===== src/rtl/kmat_sub.sv =====
// k_mat builder: sweeps C and B'S RAMs word by word and writes M = C - B'S (mod 2^D) lane-wise.
// Optional KMAT_SUB_ADD_MODE_EN adds an i_add port selecting C + B'S instead.
module kmat_sub #(
    parameter int T         = 4,
    parameter int WQ        = 16,
    parameter int N_ENTRIES = 64,
    parameter int AW        = $clog2(N_ENTRIES / T)
) (
    input  logic              i_clk,
    input  logic              i_rst,
    input  logic              i_start,
    input  logic [2:0]        i_sec_level,
`ifdef KMAT_SUB_ADD_MODE_EN
    input  logic              i_add,
`endif
    output logic              o_rd_en,
    output logic [AW-1:0]     o_rd_addr,
    input  logic [T*WQ-1:0]   i_c,
    input  logic [T*WQ-1:0]   i_bs,
    output logic              o_k_mat_we,
    output logic [AW-1:0]     o_k_mat_addr,
    output logic [T*WQ-1:0]   o_k_mat,
    output logic              o_busy,
    output logic              o_done
);

    // state   | meaning
    // S_IDLE  | waiting for i_start; address 0 is read in the accept cycle
    // S_READ  | issuing reads for addresses 1..LAST
    // S_DRAIN | reads finished, waiting for the write of LAST
    // S_DONE  | one-cycle completion pulse
    localparam logic [1:0] S_IDLE  = 2'd0;
    localparam logic [1:0] S_READ  = 2'd1;
    localparam logic [1:0] S_DRAIN = 2'd2;
    localparam logic [1:0] S_DONE  = 2'd3;

    localparam logic [AW-1:0] LAST = AW'(N_ENTRIES / T - 1);

    logic [1:0]      state;
    logic [AW-1:0]   rd_addr;
    logic [2:0]      sec_q;
    logic            add_q;
    logic            v1;
    logic [AW-1:0]   a1;
    logic [T*WQ-1:0] d_word;
    logic            accept;
    logic            wide;

    assign accept    = (state == S_IDLE) && i_start;
    assign o_rd_en   = (state == S_READ) || (accept && !i_rst);
    assign o_rd_addr = rd_addr;
    assign o_busy    = (state == S_READ) || (state == S_DRAIN);
    assign o_done    = (state == S_DONE);
    assign wide      = (sec_q != 3'd1);

`ifndef KMAT_SUB_ADD_MODE_EN
    assign add_q = 1'b0;
`endif

    always_comb begin
        d_word = '0;
        for (int i = 0; i < T; i++) begin
            logic [WQ-1:0] lane;
            lane = add_q ? (i_c[i*WQ +: WQ] + i_bs[i*WQ +: WQ])
                         : (i_c[i*WQ +: WQ] - i_bs[i*WQ +: WQ]);
            // level 1 uses a 15-bit q, so the top bit is dropped
            if (!wide) lane[WQ-1] = 1'b0;
            d_word[i*WQ +: WQ] = lane;
        end
    end

    always_ff @(posedge i_clk or posedge i_rst) begin
        if (i_rst) begin
            state        <= S_IDLE;
            rd_addr      <= '0;
            sec_q        <= 3'd1;
            v1           <= 1'b0;
            a1           <= '0;
            o_k_mat_we   <= 1'b0;
            o_k_mat_addr <= '0;
            o_k_mat      <= '0;
        end else begin
            v1           <= o_rd_en;
            a1           <= o_rd_addr;
            o_k_mat_we   <= v1;
            o_k_mat_addr <= a1;
            o_k_mat      <= d_word;
            case (state)
                S_IDLE: begin
                    if (i_start) begin
                        sec_q   <= (i_sec_level == 3'd3 || i_sec_level == 3'd5) ? i_sec_level : 3'd1;
                        rd_addr <= AW'(1);
                        state   <= S_READ;
                    end
                end
                S_READ: begin
                    if (rd_addr == LAST) begin
                        rd_addr <= '0;
                        state   <= S_DRAIN;
                    end else begin
                        rd_addr <= rd_addr + AW'(1);
                    end
                end
                S_DRAIN: begin
                    if (o_k_mat_we && (o_k_mat_addr == LAST)) state <= S_DONE;
                end
                default: state <= S_IDLE;
            endcase
        end
    end

`ifdef KMAT_SUB_ADD_MODE_EN
    always_ff @(posedge i_clk or posedge i_rst) begin
        if (i_rst)
            add_q <= 1'b0;
        else if (accept)
            add_q <= i_add;
    end
`endif

endmodule


===== config.mk =====
export PLATFORM = sky130hd
export DESIGN_NAME = kmat_sub
export DESIGN_NICKNAME = d
export VERILOG_FILES = /design/src/rtl/kmat_sub.sv
export SDC_FILE = /design/constraint.sdc
export NUM_CORES = 1
export LEC_CHECK = 0
export CAP_MARGIN = 5
export CELL_PAD_IN_SITES_DETAIL_PLACEMENT = 1
export CELL_PAD_IN_SITES_GLOBAL_PLACEMENT = 1
export CORE_MARGIN = 2
export CORE_UTILIZATION = 36
export DETAILED_ROUTE_END_ITERATION = 10
export PLACE_DENSITY_LB_ADDON = 0.1
export SYNTH_ARGS = -nofsm -noshare
export SYNTH_HDL_FRONTEND = slang
export SYNTH_SLANG_ARGS = --single-unit
export TNS_END_PERCENT = 1

===== constraint.sdc =====
create_clock -name i_clk -period 5.3 [get_ports i_clk]
set_input_delay 1.06 -clock i_clk [delete_from_list [all_inputs] [get_ports i_clk]]
set_output_delay 1.06 -clock i_clk [all_outputs]
set_load 0.005 [all_outputs]

* Word level (Yosys, flattened, before mapping)
Index checks and enable logic that the tools add are counted.
Word-level totals: register bits after elaboration 83, input port bits 134, output and inout bits 76, word-level logic and storage cells 48
Operators by class: add/sub/neg operators 5, eq/ne operators 11, muxes and demuxes 12, reductions and logical operators 12
Operator list (number):
- 16-bit subtractor | 4
- 4-bit == test (second input constant) | 2
- 4-bit 2-to-1 mux | 2
- 4-bit case mux with 2 select lines | 1
- 2-bit 2-to-1 mux | 3
- 2-bit case mux with 3 select lines | 1
- 4-bit by 1-bit adder with 4-bit output (second input constant) | 1
- 2-bit == test (second input constant) | 2
- 1-bit 2-to-1 mux | 4
- 2-bit by 1-bit != test with 1-bit output (second input constant) | 2
- 2-bit AND reduction | 2
- 3-bit by 2-bit == test with 1-bit output (second input constant) | 1
- 3-bit == test (second input constant) | 1
- 1-bit logical AND | 3
- 1-bit logical OR | 3
- 3-bit 2-to-1 mux | 1
- 3-bit by 1-bit != test with 1-bit output (second input constant) | 1
- 3-bit AND reduction | 1
- 2-bit by 1-bit == test with 1-bit output (second input constant) | 1
- 2-bit zero test | 1
- 2-bit != test (second input constant) | 1
- 2-bit nonzero test | 1
- 1-bit zero test | 1

* Logic depth before layout (Yosys ltp)
Gate-level depths: netlist of the first run.
depth after elaboration 4, gate-level depth with buffers 9

* Worst setup path before layout of the first run
No wires, ideal clock.
path type input to register, from in i_c[0], to reg o_k_mat[12], library setup time 0.124 ns, arrival time 2.623 ns, data required time 5.176 ns, slack 2.553 ns, stages 9, path buffers 0, cells stage by stage inv_1 ha_1 fa_1 nor2b_1 o21ai_1 a21boi_1 o311ai_2 a31o_2 o31a_1
On the way: cells in the longest elaborated chain, start to end 1
Ends and longest elaborated chain:
- start, declared | RTL line 18 | input logic [T*WQ-1:0] i_c,
- 16-bit subtractor | RTL line 65 | : (i_c[i*WQ +: WQ] - i_bs[i*WQ +: WQ]);
- net d_word[12] | RTL line 45 | logic [T*WQ-1:0] d_word;
- end signal, assigned | RTL line 87 | o_k_mat <= d_word;
- end, declared | RTL line 22 | output logic [T*WQ-1:0] o_k_mat,
The timed path passes the listed nets, and every way through them passes these cells. A chain may end at the register's enable or synchronous reset.

* Worst setup path after layout of the first run
from in i_start, to out o_rd_en
On the way: cells in the longest elaborated chain, start to end 3
Ends and longest elaborated chain:
- start, declared | RTL line 11 | input logic i_start,
- 1-bit logical AND | RTL line 49 | assign accept = (state == S_IDLE) && i_start;
- 1-bit logical AND | RTL line 50 | assign o_rd_en = (state == S_READ) || (accept && !i_rst);
- 1-bit logical OR | RTL line 50
- end, declared | RTL line 16 | output logic o_rd_en,
No other way between the ends.

==> results of run 1 <==
==> registers in the layout, summed over array words and instances (netlist names) <==
| signal | flops |
|---|---|
| o_rd_addr | 4 |
| v1 | 1 |
| a1 | 4 |
| o_k_mat_addr | 4 |
| state | 2 |
| o_k_mat_we | 1 |
| o_k_mat | 64 |
| sec_q | 3 |
==> worst max-delay path: stages <==
cell             delay (ns)
clkdlybuf4s50_1        0.50
nand2_1                0.13
o21bai_1               0.21
clkdlybuf4s50_1        0.56
==> layout make-up <==
class	instances	area, µm²	share of cell area [%]
Sequential cell	83	2080	25.3
Multi-Input combinational cell	416	3140	38.2
Timing Repair Buffer	209	2090	25.4
Inverter	89	337	4.09
Clock inverter	4	98.8	1.20
Clock buffer	11	243	2.95
Tap cell	188	235	2.86
==> routing by layer <==
metal,vias to the layer above,track usage (%),part of all wire (%)
met3,19,5.51,6.6
met1,2458,22.4,41
met2,138,36.9,51
met4,0,6.21,1.7
li1,2482,-,-
met5,-,0,0
==> through the flow <==
step	instance area (µm²)	total power, mW	worst slack (ns)
4_1_cts	8220	2.62	1.77
2_1_floorplan	5560	1.32	2.10
3_3_place_gp	7880	1.83	1.83
6_report	8220	2.58	1.77
3_5_place_dp	7880	1.87	1.77
5_1_grt	8220	2.75	1.74
==> cells in the final DEF (no fill, tap or decap), types with 8 or more instances in the layout <==
master           netlist  layout
a21oi_1               43      43
nor2_1                32      32
inv_1                 89      88
nor3_1                 8       8
nand3_1               14      14
o21ai_0               30      30
a21o_1                15      15
xor2_1                18      18
clkbuf_16              0       9
clkdlybuf4s50_1        0     209
o21a_1                13      13
nand2_1               31      31
ha_1                  66      66
xnor2_1               25      25
dfrtp_1               82      82
nor2b_1               19      19
==> logic make-up (layout without fill, tap and decap cells) <==
group                    Yosys count  in the layout
AO/OA/AOI/OAI                    163            163
XOR/XNOR                          43             43
adder cells (fa/ha/maj)           70             70
buffers and inverters             91            313
flip-flops                        83             83
multiplexers                       4              4
AND/OR/NAND/NOR                  136            136
==> where the power goes <==
part | leakage, nW | switching, mW | internal, mW
Sequential | 0.990 | 0.0690 | 0.786
Combinational | 2.66 | 0.443 | 0.554
Clock | 0.166 | 0.260 | 0.472
Total | 3.82 | 0.771 | 1.81
==> how the worst max path moves through the flow <==
stage | end | start | slack [ns] | depth (start not counted)
finish | o_rd_en | i_start | 1.77 | 4
global route | o_rd_en | i_start | 1.74 | 4
CTS | o_rd_en | i_start | 1.77 | 4
detailed placement | o_rd_en | i_start | 1.77 | 4
global placement | o_rd_en | i_start | 1.83 | 4
floorplan | a1[0]$_DFF_PP0_ | i_rst | 2.10 | 1
==> flow_metrics.py, run 1 <==
metrics = {
    "logic_synthesis": {
        "synth_most_common_cell": "inv_1",
        "syn_area_um2": 5560,
        "synth_edf_count": 0,
        "synth_top_family_by_area": "compound AO/OA/AOI/OAI gates",
        "postSynthAreaPerCell_um2": 9.42,
        "ys_ff_latch": 83,
        "synthMuxAreaShare_pct": 0.743,
        "synth-xor-area-share_pct": 6.77,
        "synth_async_sr_flop_share_pct": 100,
        "netlist.area_leader.share_pct": 36.9,
        "syn_nets": 794,
        "synth_cells": 590,
        "ys.flop_type": "dfrtp_1",
        "synth_seq_area_share_pct": 37.4,
        "synth-adder-area-share_pct": 16.3,
        "synth_area_leader_cell": "dfrtp_1",
        "ys_warn_count": 0,
        "synth-simple-area-share_pct": 12.3,
        "synth.area.top_cells": "dfrtp_1 (37%), ha_1 (15%), inv_1 (6.0%)",
        "yosys-top-cells-count": "inv_1 (89), dfrtp_1 (82), ha_1 (66), a21oi_1 (43), nor2_1 (32)",
        "ys_types": 62,
        "synth-compound-area-share_pct": 20.4,
    },
    "drt": {
        "drt-pass1-iter-count": 4,
        "wire_per_inst_um": 16.1,
        "num_vias": 5097,
        "vias_per_cell": 5.10,
        "drtIter0Drc": 151,
        "drc": 0,
        "antenna_left": 0,
        "wirelength_mm": 16.1,
    },
    "hold_path": {
        "holdPathEnd": "o_k_mat_addr[0]$_DFF_PP0_",
        "holdCritStartpoint": "a1[0]$_DFF_PP0_",
        "hold_path.class": "flip-flop to flip-flop",
        "holdPathStages": 0,
    },
    "setup_path": {
        "r2r_start": "sec_q[0]$_DFFE_PP1P_",
        "crit_fanout": 5,
        "cp.arrival_ns": 2.47,
        "cp.required_ns": 4.24,
        "r2r_cells": 5,
        "critPathLaunchType": "input port",
        "worstReg2RegEnd": "o_k_mat[63]$_DFF_PP0_",
        "r2r_slack_ns": 3.43,
        "critPathKind": "input port to output port",
        "endpoint_kind": "output port",
    },
    "pwr": {
        "power.leakage_nw": 3.82,
        "ir_worst_vdd_v": 0.000184,
        "pwr_density_cell_nw_per_um2": 314,
    },
    "timing": {
        "fin_setup_tns_ns": 0,
        "tightest_slew_ns": 1.05,
        "slew_headroom_pct": 29.9,
        "setup_viol": 0,
        "min_period_over_period_pct": 66.5,
        "skew_ns": 0.00558,
        "max_freq_mhz": 284,
        "min_period_ns": 3.53,
        "finalHoldViolations": 0,
        "fin_worst_hold_slack_ns": 0.350,
        "maxSlewViolCount": 0,
        "rsz0062_at_grt": "false",
    },
    "clock_network": {
        "clkLatencyLatePin_ns": 0.34,
        "cts.path.max_buffers": 2,
        "clk_pin_slew_ns": 0.06,
        "htree_levels": 3,
        "post_cts_resized": 0,
        "cts.sinks": 83,
        "cts_hold_buf": 0,
        "cts_setup_buffers": 0,
        "cts_tree": "done",
        "cts-root-buf": "clkbuf_16",
        "cts_buffers": 9,
    },
    "cells_and_area": {
        "nNetsFinal": 1012,
        "fin_cells": 1000,
        "num-fill-cells": 1731,
        "final_layout_size_suffix_gt1_share_pct": 4.31,
        "utilization_pct": 54.3,
        "area_growth_pct": 47.9,
        "antenna_cells": 0,
    },
    "global_routing": {
        "grt-ovfl-total": 0,
        "grt_pass1_wl_mm": 26.4,
        "first_global_vias": 5494,
        "antenna_found_initial": 0,
        "grt_max_degree": 84,
        "grt_usage_pct": 20.1,
    },
    "die": {
        "rows": 45,
        "core_area_um2": 15100,
        "dieHeight_um": 128,
        "die_area_um2": 16500,
        "pin_count": 210,
        "die_w_um": 128,
        "start_util_pct": 36.7,
    },
    "placement": {
        "place_congestion": 0.805,
        "io_buffers": 209,
        "dp_hpwl_mm": 12.9,
        "dp_cells": 985,
    },
    "flow_run": {
        "maxCapViolCount": 0,
    },
    "run_status": {
        "status": "finished, final reports clean",
    },
}
Note: power is estimated with default switching activity, not from simulation.
==> inputs of run 2 (changes only) <==
--- a/config.mk
+++ b/config.mk
@@ -9,7 +9,7 @@
 export CELL_PAD_IN_SITES_DETAIL_PLACEMENT = 1
 export CELL_PAD_IN_SITES_GLOBAL_PLACEMENT = 1
 export CORE_MARGIN = 2
-export CORE_UTILIZATION = 36
+export CORE_UTILIZATION = 33
 export DETAILED_ROUTE_END_ITERATION = 10
 export PLACE_DENSITY_LB_ADDON = 0.1
 export SYNTH_ARGS = -nofsm -noshare
==> constraint.sdc (replaced) <==
create_clock -name i_clk -period 3.3 [get_ports i_clk]
set_input_delay 0.66 -clock i_clk [delete_from_list [all_inputs] [get_ports i_clk]]
set_output_delay 0.66 -clock i_clk [all_outputs]
set_load 0.005 [all_outputs]
==> flow_metrics.py, run 2 (synthesis results as in run 1) <==
metrics = {
    "global_routing": {
        "grt_pass1_wl_mm": 26.4,
        "grt_usage_pct": 18.2,
        "antenna_found_initial": 0,
        "first_global_vias": 5521,
        "grt-ovfl-total": 0,
        "grt_max_degree": 56,
    },
    "drt": {
        "vias_per_cell": 4.88,
        "wire_per_inst_um": 15.5,
        "num_vias": 5048,
        "drt-pass1-iter-count": 4,
        "antenna_left": 0,
        "wirelength_mm": 16.0,
        "drc": 0,
        "drtIter0Drc": 127,
    },
    "clock_network": {
        "cts-root-buf": "clkbuf_16",
        "cts_tree": "done",
        "cts_hold_buf": 0,
        "htree_levels": 3,
        "cts_setup_buffers": 0,
        "clk_pin_slew_ns": 0.07,
        "cts.sinks": 83,
        "cts.path.max_buffers": 2,
        "clkLatencyLatePin_ns": 0.34,
        "cts_buffers": 9,
        "post_cts_resized": 0,
    },
    "cells_and_area": {
        "final_cell_mix": "clkdlybuf4s50_1 (209), inv_1 (88), dfrtp_1 (82), ha_1 (66), a21oi_1 (43)",
        "antenna_cells": 0,
        "num-fill-cells": 1848,
        "final_layout_size_suffix_gt1_share_pct": 4.66,
        "final_common_cell": "clkdlybuf4s50_1",
        "nNetsFinal": 1014,
        "fin_cells": 1035,
        "area_growth_pct": 48.0,
        "top_register": "o_k_mat",
        "largest_reg_flops": 64,
    },
    "setup_path": {
        "crit_fanout": 5,
        "r2r_start": "sec_q[0]$_DFFE_PP1P_",
        "cp.arrival_ns": 2.12,
        "critPathLaunchType": "flip-flop",
        "critPathKind": "flip-flop to output port",
        "cp.required_ns": 2.64,
        "r2r_cells": 5,
        "r2r_slack_ns": 1.50,
        "worstReg2RegEnd": "o_k_mat[63]$_DFF_PP0_",
        "endpoint_kind": "output port",
    },
    "hold_path": {
        "holdPathEnd": "o_k_mat_we$_DFF_PP0_",
        "holdCritStartpoint": "v1$_DFF_PP0_",
        "hold_path.class": "flip-flop to flip-flop",
        "holdPathStages": 0,
    },
    "die": {
        "core_area_um2": 16500,
        "die_area_um2": 17900,
        "die_w_um": 134,
        "pin_count": 210,
        "dieHeight_um": 134,
        "rows": 47,
        "start_util_pct": 33.6,
    },
    "timing": {
        "finalHoldViolations": 0,
        "maxSlewViolCount": 0,
        "tightest_slew_ns": 0.592,
        "setup_viol": 0,
        "worst_slack_ns": 0.517,
        "min_period_ns": 2.78,
        "fin_setup_tns_ns": 0,
        "min_period_over_period_pct": 84.3,
        "slew_headroom_pct": 60.1,
        "skew_ns": 0.00627,
        "max_freq_mhz": 359,
        "rsz0062_at_grt": "false",
    },
    "run_status": {
        "status": "finished, final reports clean",
    },
    "placement": {
        "place_congestion": 0.849,
        "io_buffers": 209,
        "pre_cts_slack_ns": 0.243,
        "dp_hpwl_mm": 13.2,
        "dp_cells": 1019,
    },
    "pwr": {
        "power.leakage_nw": 3.80,
        "pwr_density_cell_nw_per_um2": 478,
        "ir_worst_vdd_v": 0.000300,
    },
    "flow_run": {
        "maxCapViolCount": 0,
    },
}
[run 2: cell count changes in the layout (fill, tap and decap cells not counted)]
cell        previous run  this run
bufinv_16              3         0
inv_6                  0         3
buf_12                 0         1
buf_4                  0         1
clkbuf_8               1         0
clkinv_2               0         1
clkinvlp_4             0         1
[run 2: through the flow]
step | instance area [µm²] | hold WS, ns | util [%] | total power, mW
final | 8230 | 0.352 | 49.8 | 3.93
after global routing | 8230 | 0.358 | 49.8 | 4.21
after CTS | 8230 | 0.356 | 49.8 | 4.00
after detailed placement | 7950 | 0.340 | 48.1 | 3.01
after global placement | 7950 | 0.336 | 48.1 | 2.96
after floorplan | 5560 | 0.331 | - | 2.12
[run 2: worst max-delay path by stage]
stage	startpoint	to	slack, ns	depth (start not counted)
CTS	state[0]$_DFFE_PP0P_	o_rd_en	0.48	5
global route	state[1]$_DFFE_PP0P_	o_rd_en	0.36	5
global placement	i_bs[33]	o_k_mat[47]$_DFF_PP0_	0.32	9
finish	state[0]$_DFFE_PP0P_	o_rd_en	0.52	5
floorplan	i_rst	a1[0]$_DFF_PP0_	0.50	1
detailed placement	i_c[0]	o_k_mat[14]$_DFF_PP0_	0.24	10
[run 2: routing by layer]
metal	vias up	routed length (µm)	GRT usage (%)
li1	2485	-	-
met1	2417	6790	21.3
met2	130	7940	32.8
met3	16	1010	4.27
met4	0	283	5.91
met5	-	0	0
[run 2: power breakdown]
part	internal, mW	switching [mW]	total, mW
combinational	0.895	0.706	1.60
clock	0.519	0.440	0.959
sequential	1.26	0.111	1.37
[run 2: cell type report]
cell class	count	area, µm²	area share, %
Multi-Input combinational cell	416	3140	38.2
Timing Repair Buffer	211	2120	25.8
Sequential cell	83	2080	25.3
Inverter	89	337	4.09
Tap cell	220	275	3.35
Clock buffer	10	229	2.78
Clock inverter	6	47.5	0.578
[run 2: critical path, stage by stage, from the launching register on]
cell             delay (ns)
dfrtp_1                0.44
inv_1                  0.10
ha_1                   0.26
nand2_1                0.17
o21bai_1               0.24
clkdlybuf4s50_1        0.57
==> inputs of run 3 (changes only) <==
--- a/config.mk
+++ b/config.mk
@@ -9,7 +9,7 @@
 export CELL_PAD_IN_SITES_DETAIL_PLACEMENT = 1
 export CELL_PAD_IN_SITES_GLOBAL_PLACEMENT = 1
 export CORE_MARGIN = 2
-export CORE_UTILIZATION = 33
+export CORE_UTILIZATION = 30
 export DETAILED_ROUTE_END_ITERATION = 10
 export PLACE_DENSITY_LB_ADDON = 0.1
 export SYNTH_ARGS = -nofsm -noshare
==> constraint.sdc (replaced) <==
create_clock -name i_clk -period 2.45 [get_ports i_clk]
set_input_delay 0.49 -clock i_clk [delete_from_list [all_inputs] [get_ports i_clk]]
set_output_delay 0.49 -clock i_clk [all_outputs]
set_load 0.005 [all_outputs]
==> flow_metrics.py, run 3 (synthesis results as in run 1) <==
metrics = {
    "timing": {
        "min_period_over_period_pct": 99.1,
        "fin_worst_hold_slack_ns": 0.345,
        "tightest_slew_ns": 0.508,
        "slew_headroom_pct": 66.1,
        "skew_ns": 0.00518,
        "finalHoldViolations": 0,
        "max_freq_mhz": 412,
        "setup_viol": 0,
        "maxSlewViolCount": 0,
        "fin_setup_tns_ns": 0,
        "rsz0062_at_grt": "true",
        "min_period_ns": 2.43,
    },
    "global_routing": {
        "grt_busiest_layer": "met2",
        "first_global_vias": 5911,
        "grt_pass1_wl_mm": 27.7,
        "grt_usage_pct": 17.4,
        "use_met2_pct": 31.6,
        "grt-ovfl-total": 0,
        "antenna_found_initial": 0,
        "grt_max_degree": 35,
        "grt_util_met3_pct": 4.17,
        "use_met1_pct": 20.3,
    },
    "setup_path": {
        "critPathLaunchType": "input port",
        "critPathTopFamily": "compound AO/OA/AOI/OAI gates",
        "crit_fanout": 4,
        "slowest_stage": "clkdlybuf4s50_1",
        "cp.required_ns": 2.68,
        "cp.arrival_ns": 2.66,
        "max_stage_delay_ns": 0.46,
        "crit_chain": "clkdlybuf4s50_1 > ha_1 > fa_1 > nor2b_1 > o31ai_2 > a21oi_1 > buf_4 > o41ai_4 > o21ai_1 > xor2_1",
        "critPathKind": "input port to flip-flop",
        "endpoint_kind": "flip-flop",
        "critical_path_buf_inv_count": 2,
    },
    "die": {
        "dieHeight_um": 140,
        "rows": 49,
        "die_area_um2": 19600,
        "start_util_pct": 30.7,
        "pin_count": 210,
        "core_area_um2": 18100,
        "die_w_um": 140,
    },
    "clock_network": {
        "cts_tree": "done",
        "cts_buffers": 9,
        "clk_pin_slew_ns": 0.07,
        "htree_levels": 3,
        "cts.path.max_buffers": 2,
        "cts_hold_buf": 0,
        "cts.sinks": 83,
        "cts-root-buf": "clkbuf_16",
        "clkLatencyLatePin_ns": 0.34,
    },
    "drt": {
        "wirelength_mm": 17.1,
        "wire_per_inst_um": 15.2,
        "num_vias": 5365,
        "drtIter0Drc": 119,
        "antenna_left": 0,
        "drt-pass1-iter-count": 7,
        "drc": 14,
        "vias_per_cell": 4.79,
    },
    "cells_and_area": {
        "nNetsFinal": 1090,
        "final_cell_mix": "clkdlybuf4s50_1 (208), inv_1 (88), dfrtp_1 (82), buf_4 (76), ha_1 (65)",
        "final_layout_size_suffix_gt1_share_pct": 13.8,
        "largest_reg_flops": 64,
        "final_area_um2": 8910,
        "top_register": "o_k_mat",
        "area_growth_pct": 60.3,
        "antenna_cells": 0,
        "final_common_cell": "clkdlybuf4s50_1",
        "utilization_pct": 49.3,
    },
    "run_status": {
        "violations": "DRC",
        "status": "finished with violations",
    },
    "flow_run": {
        "maxCapViolCount": 0,
    },
    "placement": {
        "dp_hpwl_mm": 14.2,
        "place_congestion": 0.856,
        "io_buffers": 209,
        "dpl_cell_area_um2": 8550,
    },
    "pwr": {
        "ir_worst_vdd_v": 0.000315,
        "power.leakage_nw": 4.19,
        "pwr_density_cell_nw_per_um2": 619,
    },
    "hold_path": {
        "hold_path.class": "flip-flop to flip-flop",
    },
}
run 3: layer usage:
layer  share of wire (%)  vias up
met3                 6.3       25
li1                    -     2639
met1                  41     2566
met2                  50      135
met5                   0        -
met4                 2.2        0
run 3: layout make-up:
cell class / instances / area, µm²
clock buffer: 13 / 260
clock inverter: 3 / 15.0
fill: 2114 / 9170
inverter: 89 / 338
multi-input combinational: 416 / 3230
sequential: 83 / 2080
tap: 229 / 287
timing repair buffer: 287 / 2710
run 3: report_power, final:
group	switching (mW)	leakage, nW	internal [mW]
Clock	0.545	0.139	0.738
Combinational	1.01	3.06	1.37
Sequential	0.157	0.990	1.70
Total	1.71	4.19	3.81
run 3: repair_timing:
action	CTS	global route
resized for setup	3	14
pin swaps	1	8
endpoints found under the setup margin	1	18
setup buffers	0	0
run 3: worst paths after layout:
kind,start,endpoint,slack [ns],cells past startpoint
setup / recovery,i_bs[32],o_k_mat[44]$_DFF_PP0_,0.02,10
hold / removal,a1[3]$_DFF_PP0_,o_k_mat_addr[3]$_DFF_PP0_,0.35,0
setup reg to reg,state[0]$_DFFE_PP0P_,o_rd_addr[3]$_DFFE_PP0P_,0.71,7
hold reg to reg,a1[3]$_DFF_PP0_,o_k_mat_addr[3]$_DFF_PP0_,0.35,0
max in group asynchronous,i_rst,o_k_mat[27]$_DFF_PP0_,1.36,3
min in group asynchronous,i_rst,v1$_DFF_PP0_,0.56,2
run 3: stage by stage:
stage               cells  power [mW]  setup WS [ns]
finish               1120        5.52         0.0212
CTS                  1120        5.59        0.00470
global placement     1104        4.17         -0.324
floorplan             590        2.86          0.273
detailed placement   1104        4.26         -0.460
global route         1120        5.92         -0.114
